File: src/rtl/bp_l15_pkg.sv
// Shared field widths, opcodes and packed packet layouts for the L1.5 fill encoder.
package bp_l15_pkg;
  localparam int ADDR_W = 40;
  localparam int WAY_W  = 3;
  localparam int IDX_W  = 6;
  localparam int TAG_W  = 28;
  localparam int LINE_W = 512;
  localparam int BEAT_W = 128;
  localparam int OPC_W  = 2;
  localparam int COH_W  = 3;
  localparam int RET_W  = 4;

  localparam logic [RET_W-1:0] LOAD_RET         = 4'b0000;
  localparam logic [OPC_W-1:0] DATA_WRITE       = 2'd1;
  localparam logic [OPC_W-1:0] TAG_SET          = 2'd2;
  localparam logic [OPC_W-1:0] STAT_CLEAR_DIRTY = 2'd1;
  localparam logic [COH_W-1:0] COH_E            = 3'd2;

  typedef enum logic [1:0] {IDLE, COLLECT, SEND} fill_state_e;

  typedef struct packed {
    logic [IDX_W-1:0]  index;
    logic [WAY_W-1:0]  way;
    logic [LINE_W-1:0] data;
    logic [OPC_W-1:0]  opcode;
  } data_mem_pkt_t;

  typedef struct packed {
    logic [IDX_W-1:0] index;
    logic [WAY_W-1:0] way;
    logic [TAG_W-1:0] tag;
    logic [COH_W-1:0] state;
    logic [OPC_W-1:0] opcode;
  } tag_mem_pkt_t;

  typedef struct packed {
    logic [IDX_W-1:0] index;
    logic [WAY_W-1:0] way;
    logic [OPC_W-1:0] opcode;
  } stat_mem_pkt_t;
endpackage

File: src/rtl/bp_l15_line_buffer.sv
// Beat-indexed line register: each 128-bit beat lands in its own slice of the 512-bit line.
module bp_l15_line_buffer
  import bp_l15_pkg::*;
#(
  parameter int BEATS = 4
) (
  input  logic              clk_i,
  input  logic              we_i,
  input  logic [1:0]        beat_i,
  input  logic [BEAT_W-1:0] data_i,
  output logic [LINE_W-1:0] line_o
);
  logic [BEATS-1:0][BEAT_W-1:0] beat_q;

  // Contents only matter once all beats are written, so no reset.
  for (genvar b = 0; b < BEATS; b++) begin : g_beat
    always_ff @(posedge clk_i) begin
      if (we_i && beat_i == 2'(b)) beat_q[b] <= data_i;
    end
  end

  assign line_o = beat_q;
endmodule

File: src/rtl/bp_l15_fill_encoder.sv
// Collects L1.5 load-return beats into a line and emits data/tag/stat write packets.
module bp_l15_fill_encoder
  import bp_l15_pkg::*;
#(
  parameter logic [RET_W-1:0] LOAD_RET = bp_l15_pkg::LOAD_RET,
  parameter int               BEATS    = 4
) (
  input  logic              clk_i,
  input  logic              reset_n_i,
  input  logic              fill_v_i,
  output logic              fill_ready_o,
  input  logic [ADDR_W-1:0] fill_addr_i,
  input  logic [WAY_W-1:0]  fill_way_i,
  input  logic              l15_transducer_val,
  input  logic [RET_W-1:0]  l15_transducer_returntype,
  input  logic [63:0]       l15_transducer_data_0,
  input  logic [63:0]       l15_transducer_data_1,
  output logic              transducer_l15_req_ack,
  output data_mem_pkt_t     data_mem_pkt_o,
  output logic              data_mem_pkt_v_o,
  input  logic              data_mem_pkt_yumi_i,
  output tag_mem_pkt_t      tag_mem_pkt_o,
  output logic              tag_mem_pkt_v_o,
  input  logic              tag_mem_pkt_yumi_i,
  output stat_mem_pkt_t     stat_mem_pkt_o,
  output logic              stat_mem_pkt_v_o,
  input  logic              stat_mem_pkt_yumi_i,
  output logic              fill_done_o
);
  fill_state_e       state_q, state_d;
  logic [IDX_W-1:0]  index_q;
  logic [TAG_W-1:0]  tag_q;
  logic [WAY_W-1:0]  way_q;
  logic [1:0]        beat_q;
  logic              data_v_q, tag_v_q, stat_v_q, fill_done_q;
  logic              data_v_nx, tag_v_nx, stat_v_nx;
  logic              is_load, capture, beat_acc, last_beat, send_done;
  logic [LINE_W-1:0] line;
  logic              unused_addr;

  assign unused_addr = ^fill_addr_i[5:0];

  assign is_load   = (l15_transducer_returntype == LOAD_RET);
  assign capture   = (state_q == IDLE) && fill_v_i;
  assign beat_acc  = (state_q == COLLECT) && l15_transducer_val && is_load;
  assign last_beat = beat_acc && (beat_q == 2'(BEATS-1));

  // Non-load returns are always swallowed; load returns only while collecting.
  assign transducer_l15_req_ack = reset_n_i && l15_transducer_val
                                  && (!is_load || state_q == COLLECT);

  assign data_v_nx = data_v_q & ~data_mem_pkt_yumi_i;
  assign tag_v_nx  = tag_v_q  & ~tag_mem_pkt_yumi_i;
  assign stat_v_nx = stat_v_q & ~stat_mem_pkt_yumi_i;
  assign send_done = (state_q == SEND) && !(data_v_nx || tag_v_nx || stat_v_nx);

  always_comb begin
    state_d = state_q;
    case (state_q)
      IDLE:    if (fill_v_i)  state_d = COLLECT;
      COLLECT: if (last_beat) state_d = SEND;
      SEND:    if (send_done) state_d = IDLE;
      default:                state_d = IDLE;
    endcase
  end

  always_ff @(posedge clk_i or negedge reset_n_i) begin
    if (!reset_n_i) state_q <= IDLE;
    else            state_q <= state_d;
  end

  always_ff @(posedge clk_i or negedge reset_n_i) begin
    if (!reset_n_i) begin
      beat_q      <= '0;
      data_v_q    <= 1'b0;
      tag_v_q     <= 1'b0;
      stat_v_q    <= 1'b0;
      fill_done_q <= 1'b0;
    end else begin
      fill_done_q <= send_done;
      if (capture)       beat_q <= '0;
      else if (beat_acc) beat_q <= beat_q + 2'd1;
      if (last_beat) begin
        data_v_q <= 1'b1;
        tag_v_q  <= 1'b1;
        stat_v_q <= 1'b1;
      end else if (state_q == SEND) begin
        data_v_q <= data_v_nx;
        tag_v_q  <= tag_v_nx;
        stat_v_q <= stat_v_nx;
      end
    end
  end

  always_ff @(posedge clk_i) begin
    if (capture) begin
      index_q <= fill_addr_i[11:6];
      tag_q   <= fill_addr_i[39:12];
      way_q   <= fill_way_i;
    end
  end

  bp_l15_line_buffer #(.BEATS(BEATS)) u_line_buffer (
    .clk_i  (clk_i),
    .we_i   (beat_acc),
    .beat_i (beat_q),
    .data_i ({l15_transducer_data_1, l15_transducer_data_0}),
    .line_o (line)
  );

  assign data_mem_pkt_o = '{index: index_q, way: way_q, data: line, opcode: DATA_WRITE};
  assign tag_mem_pkt_o  = '{index: index_q, way: way_q, tag: tag_q, state: COH_E, opcode: TAG_SET};
  assign stat_mem_pkt_o = '{index: index_q, way: way_q, opcode: STAT_CLEAR_DIRTY};

  assign data_mem_pkt_v_o = data_v_q;
  assign tag_mem_pkt_v_o  = tag_v_q;
  assign stat_mem_pkt_v_o = stat_v_q;
  assign fill_done_o      = fill_done_q;
  assign fill_ready_o     = (state_q == IDLE);
endmodule

File: config.mk
export PLATFORM = sky130hd
export DESIGN_NAME = bp_l15_fill_encoder
export DESIGN_NICKNAME = d
export VERILOG_FILES = /design/src/rtl/bp_l15_pkg.sv /design/src/rtl/bp_l15_line_buffer.sv /design/src/rtl/bp_l15_fill_encoder.sv
export SDC_FILE = /design/constraint.sdc
export NUM_CORES = 1
export LEC_CHECK = 0
export ABC_CLOCK_PERIOD_IN_PS = 4980
export CORE_AREA = 2 2 300 302
export CTS_BUF_LIST = sky130_fd_sc_hd__clkbuf_16
export CTS_CLUSTER_DIAMETER = 200
export DETAILED_ROUTE_END_ITERATION = 10
export DIE_AREA = 0 0 302 304
export HOLD_SLACK_MARGIN = 0.02
export SYNTH_ARGS = -nofsm -noshare
export SYNTH_HDL_FRONTEND = slang
export SYNTH_SLANG_ARGS = --single-unit
File: constraint.sdc
create_clock -name clk_i -period 4.98 [get_ports clk_i]
set_input_delay 0.996 -clock clk_i [delete_from_list [all_inputs] [get_ports clk_i]]
set_output_delay 0.996 -clock clk_i [all_outputs]
set_load 0.01 [all_outputs]
; Word-level counts from Yosys, hierarchy flattened
; Index checks and enable logic that the tools add are counted.
[op_classes]
n_addsub = 1
n_eq_ne = 8
mux = 12
bitwise = 6
n_reduce_logical = 21
[ops]
columns = operator, n
row1 = $logic_and 1x1->1, 10
row2 = $mux 2, 5
row3 = $eq 2x2->1 const B, 3
row4 = $mux 1, 6
row5 = $ne 2x2->1 const B, 3
row6 = $pmux 2 s3, 1
row7 = $eq 2x1->1 const B, 2
row8 = $logic_not 2->1, 2
row9 = $logic_not 4->1, 1
row10 = $reduce_bool 2->1, 2
row11 = $and 1x1->1, 3
row12 = $logic_or 1x1->1, 3
row13 = $not 1->1, 3
row14 = $reduce_and 3->1, 1
row15 = $add 2x1->2 const B, 1
row16 = $logic_not 1->1, 2
[totals]
regBits = 557
elab_cells = 61

; Longest topological paths before layout
[depth]
ltp_word = 8
depth_mapped = 4
mapped_depth_nobuf = 4

; Hierarchy
; From an unflattened synthesis, not the netlist that was laid out.
[hier_totals]
hier_cells = 632
area_unflattened_um2 = 17180.2
[modules_own_cells]
columns = mod, n_inst, cells_each, area_each_um2, seq_area_each_um2
row1 = bp_l15_line_buffer, 1, 516, 15412.3, 15374.7
row2 = bp_l15_fill_encoder, 1, 116, 1767.9, 1311.3

; Least setup slack after synthesis
; No wires, ideal clock.
[synth_path]
kind = in2reg
start = in l15_transducer_returntype[1]
end = reg u_line_buffer.beat_q (netlist bit u_line_buffer.line_o[0]), enable pin
setup_time_ns = 0.502
t_arrival_ns = 4.458
required_ns = 4.478
path_slack_ns = 0.019
stages = 2
path_buffers = 0
cell_sequence = nor4_4 -> and3_1
[synth_via]
elab_chain_cells = 3
[synth_rtl]
columns = element, line_no
row1 = "start, declared", bp_l15_fill_encoder.sv:15  ; input logic [RET_W-1:0] l15_transducer_returntype,
row2 = $logic_not 4->1, bp_l15_fill_encoder.sv:43  ; assign is_load = (l15_transducer_returntype == LOAD_RET);
row3 = $logic_and 1x1->1, bp_l15_fill_encoder.sv:45  ; assign beat_acc = (state_q == COLLECT) && l15_transducer_val && is_load;
row4 = $logic_and 1x1->1, bp_l15_line_buffer.sv:18  ; if (we_i && beat_i == 2'(b)) beat_q[b] <= data_i;
row5 = "end signal, assigned by index", bp_l15_line_buffer.sv:18
row6 = "end, declared", bp_l15_line_buffer.sv:13  ; logic [BEATS-1:0][BEAT_W-1:0] beat_q;
; Every way passes these cells.
; A chain may end at the register's enable or synchronous reset.

; Worst setup path after layout
[layout_path]
start = in l15_transducer_returntype[1]
end = out transducer_l15_req_ack
[layout_via]
elab_chain_cells = 4
[layout_rtl]
columns = element, line_no
row1 = $logic_not 4->1, bp_l15_fill_encoder.sv:43
row2 = $logic_not 1->1, bp_l15_fill_encoder.sv:50  ; && (!is_load || state_q == COLLECT);
row3 = $logic_or 1x1->1, bp_l15_fill_encoder.sv:50
row4 = $logic_and 1x1->1, bp_l15_fill_encoder.sv:50
row5 = "end, declared", bp_l15_fill_encoder.sv:18  ; output logic transducer_l15_req_ack,
; Every way passes these cells.

==> impl_metrics.json <==
{
  "status": "finished clean",
  "globalplace.congestion": 0.780,
  "ys_seq_area_share_pct": 97.2,
  "fin_tns_setup_ns": 0,
  "critPathArrivalTime_ns": 2.66,
  "synth_top_area_cell": "edfxtp_1",
  "netlist_instances": 627,
  "wl_um": 48400,
  "clockBufferDepth": 3,
  "mostFrequentLayoutCell": "clkdlybuf4s50_1",
  "grt_first_pass_wirelength_um": 68100,
  "cts_root_buf": "clkbuf_16",
  "path_common_cell": "clkdlybuf4s50_1",
  "dieHeight_um": 304,
  "cp-end-kind": "primary output",
  "synthDistinctLibCells": 24,
  "cp_slowest_cell": "nor4_4",
  "viasPerCell": 3.49,
  "fin_util_pct": 31.6,
  "synthesis.area_um2": 17200,
  "synth_area_leaders": "edfxtp_1 96%, buf_4 1.2%, dfrtp_1 1.2%",
  "grt_usage_pct": 10.1,
  "met1_length_um": 17400,
  "hpwlAfterDp_um": 35000,
  "area_delta_synth_final_pct": 63.7,
  "drt_iter0_markers": 464,
  "initial_core_util_pct": 19.3,
  "p_leak_nw": 9.25,
  "slew_headroom_pct": 37.5,
  "r2r_start": "state_q[1]$_DFFE_PN0P_",
  "p_per_area_nw_per_um2": 347,
  "synth_top_family_by_area": "buffers and inverters",
  "crit_type": "primary input to primary output",
  "cts_setup_buffers": 0,
  "die_w_um": 302,
  "io_pins": 764,
  "synth-adder-area-share_pct": 0.292,
  "synth_xor_area_share_pct": 0,
  "routed-wl-met3_um": 4900,
  "crit_required_ns": 3.98,
  "num_vias": 9290,
  "fp.coreArea_um2": 89000,
  "synthMuxAreaShare_pct": 0,
  "fill_cells": 8599,
  "clock-skew-final_ns": 0.0191,
  "top_layer": "met5",
  "r2r-end": "u_line_buffer.line_o[138]$_DFFE_PP_",
  "antenna_found_initial": 4,
  "synthSimpleGateAreaFrac_pct": 0.824,
  "period_minus_slack_ns": 3.65,
  "peakVddDrop_uv": 301,
  "reg2regPathDepth": 3,
  "regToRegSetupSlack_ns": 2.70,
  "ys_ff_latch": 557,
  "worstPathCellList": "clkdlybuf4s50_1 -> nor4_4 -> a21oi_1 -> clkdlybuf4s50_1",
  "clk_pin_slew_ns": 0.06,
  "dr.pass1.iters": 6,
  "slew_violations": 0,
  "setup_viol": 0,
  "grt.overflow.total": 0,
  "drive_gt1_share_pct": 8.08,
  "avgSynthCellArea_um2": 27.4,
  "finalHoldViolCount": 0,
  "htreeDepth": 2,
  "antenna_left": 0,
  "grt_start_max_net_pins": 48,
  "finalCritPeriodShare_pct": 73.4,
  "ctsResizeCount": 0,
  "drcViolationCount": 0,
  "place_worst_setup_slack_ns": 1.30,
  "hold_class": "flip-flop to flip-flop",
  "synth_top_area_share_pct": 96.0,
  "die_area_um2": 91800,
  "grt_pass1_vias": 9786,
  "cts_tree": "yes",
  "yosysWarnings": 0,
  "critPathLaunch": "l15_transducer_returntype[1]",
  "rows": 110,
  "fmax_mhz": 274,
  "drv_cap": 0,
  "ctsHoldBuffers": 0,
  "final_cell_mix": "748 x clkdlybuf4s50_1, 549 x edfxtp_1, 57 x clkbuf_16, 21 x buf_4, 19 x inv_1",
  "max_stage_delay_ns": 0.52,
  "cp-start-kind": "primary input",
  "portBuffers": 748,
  "cp_max_fo": 7,
  "clk_latency_ns": 0.60,
  "worst_slew_pin_slew_ns": 0.938,
  "cts_num_sinks": 557,
  "cts_buffers": 55,
  "wl_per_cell_um": 18.2,
  "dr_wl_met2_um": 24500,
  "cp-endpoint": "transducer_l15_req_ack",
  "grt_setup_unrepaired": "no",
  "num-nets-final": 1627,
  "synth_compound_area_share_pct": 0.321,
  "setup_ws_ns": 1.33
}
critical path, delay by kind of cell:
family / cells / cell delay, ns
simple gates: 1 / 0.52
buf+inv: 2 / 0.98
compound gates: 1 / 0.15
power by group:
part           total, W  switching (W)  internal [W]
Clock           0.00410        0.00172       0.00238
Combinational  0.000409       0.000187      0.000221
Sequential      0.00524      0.0000238       0.00522
Total           0.00975        0.00193       0.00782
sequential cells by signal, summed over array words and instances, names as in the netlist:
| register | count |
|---|---|
| tag_q | 28 |
| state_q | 2 |
| u_line_buffer.line_o | 512 |
| data_mem_pkt_v_o | 1 |
| fill_done_o | 1 |
| stat_mem_pkt_v_o | 1 |
| beat_q | 2 |
| index_q | 6 |
| way_q | 3 |
| tag_mem_pkt_v_o | 1 |
metrics by stage:
step                      cells  total power, W  hold slack (ns)  cell area, um2
after floorplan             634         0.00543            0.472           17200
after global placement     2560         0.00574            0.532           26300
after detailed placement   2560         0.00576            0.552           26300
after CTS                  2662         0.00989            0.578           28100
after global routing       2662          0.0101            0.629           28100
final                      2664         0.00975            0.571           28100
routing by layer:
metal  vias up  track usage (%)
li1       4126                -
met1      4540             10.7
met2       538             17.9
met3        84             3.81
met4         2             4.16
met5         -                0
cells by family (layout without fill, tap and decap cells):
family | Yosys count | in the layout
adder cells (fa/ha/maj) | 4 | 4
flip-flops | 557 | 557
AND/OR/NAND/NOR | 21 | 21
buffers and inverters | 33 | 885
other | 2 | 11
AO/OA/AOI/OAI | 10 | 10
cell usage after synthesis:
cell type / count
o21ai_1: 2
nor4_4: 1
and3b_2: 1
nand3_2: 1
and2_1: 1
nand2b_1: 2
a21oi_1: 3
nand3b_1: 1
buf_4: 27
nor2b_1: 1
or4_4: 1
inv_1: 5
nand2_1: 4
conb_1: 2
inv_2: 1
and3_1: 3
edfxtp_1: 549
o21ai_0: 4
ha_1: 4
dfrtp_1: 8
nand3_1: 2
a222oi_1: 1
nor2_1: 2
nor3_1: 1
cell type report:
| class | instances | area (um2) | share of cell area (%) |
|---|---|---|---|
| sequential | 557 | 16700 | 59.4 |
| antenna | 2 | 5.00 | 0.0178 |
| tap | 1176 | 1470 | 5.24 |
| timing repair buffer | 777 | 7800 | 27.8 |
| clock inverter | 45 | 378 | 1.34 |
| clock buffer | 57 | 1430 | 5.08 |
| inverter | 6 | 27.5 | 0.0980 |
| multi-input combinational | 44 | 297 | 1.06 |
worst min path at each step:
stage                                      start                      endpoint  slack (ns)  cells after the start
floorplan                 state_q[1]$_DFFE_PN0P_        state_q[0]$_DFFE_PN0P_        0.47                      1
global placement    data_mem_pkt_v_o$_DFFE_PN0P_  data_mem_pkt_v_o$_DFFE_PN0P_        0.53                      2
detailed placement  stat_mem_pkt_v_o$_DFFE_PN0P_  stat_mem_pkt_v_o$_DFFE_PN0P_        0.55                      2
CTS                 stat_mem_pkt_v_o$_DFFE_PN0P_  stat_mem_pkt_v_o$_DFFE_PN0P_        0.58                      2
global route               beat_q[1]$_DFFE_PN0P_         beat_q[1]$_DFFE_PN0P_        0.63                      2
finish              stat_mem_pkt_v_o$_DFFE_PN0P_  stat_mem_pkt_v_o$_DFFE_PN0P_        0.57                      2
(Power assumes the default switching activity.)
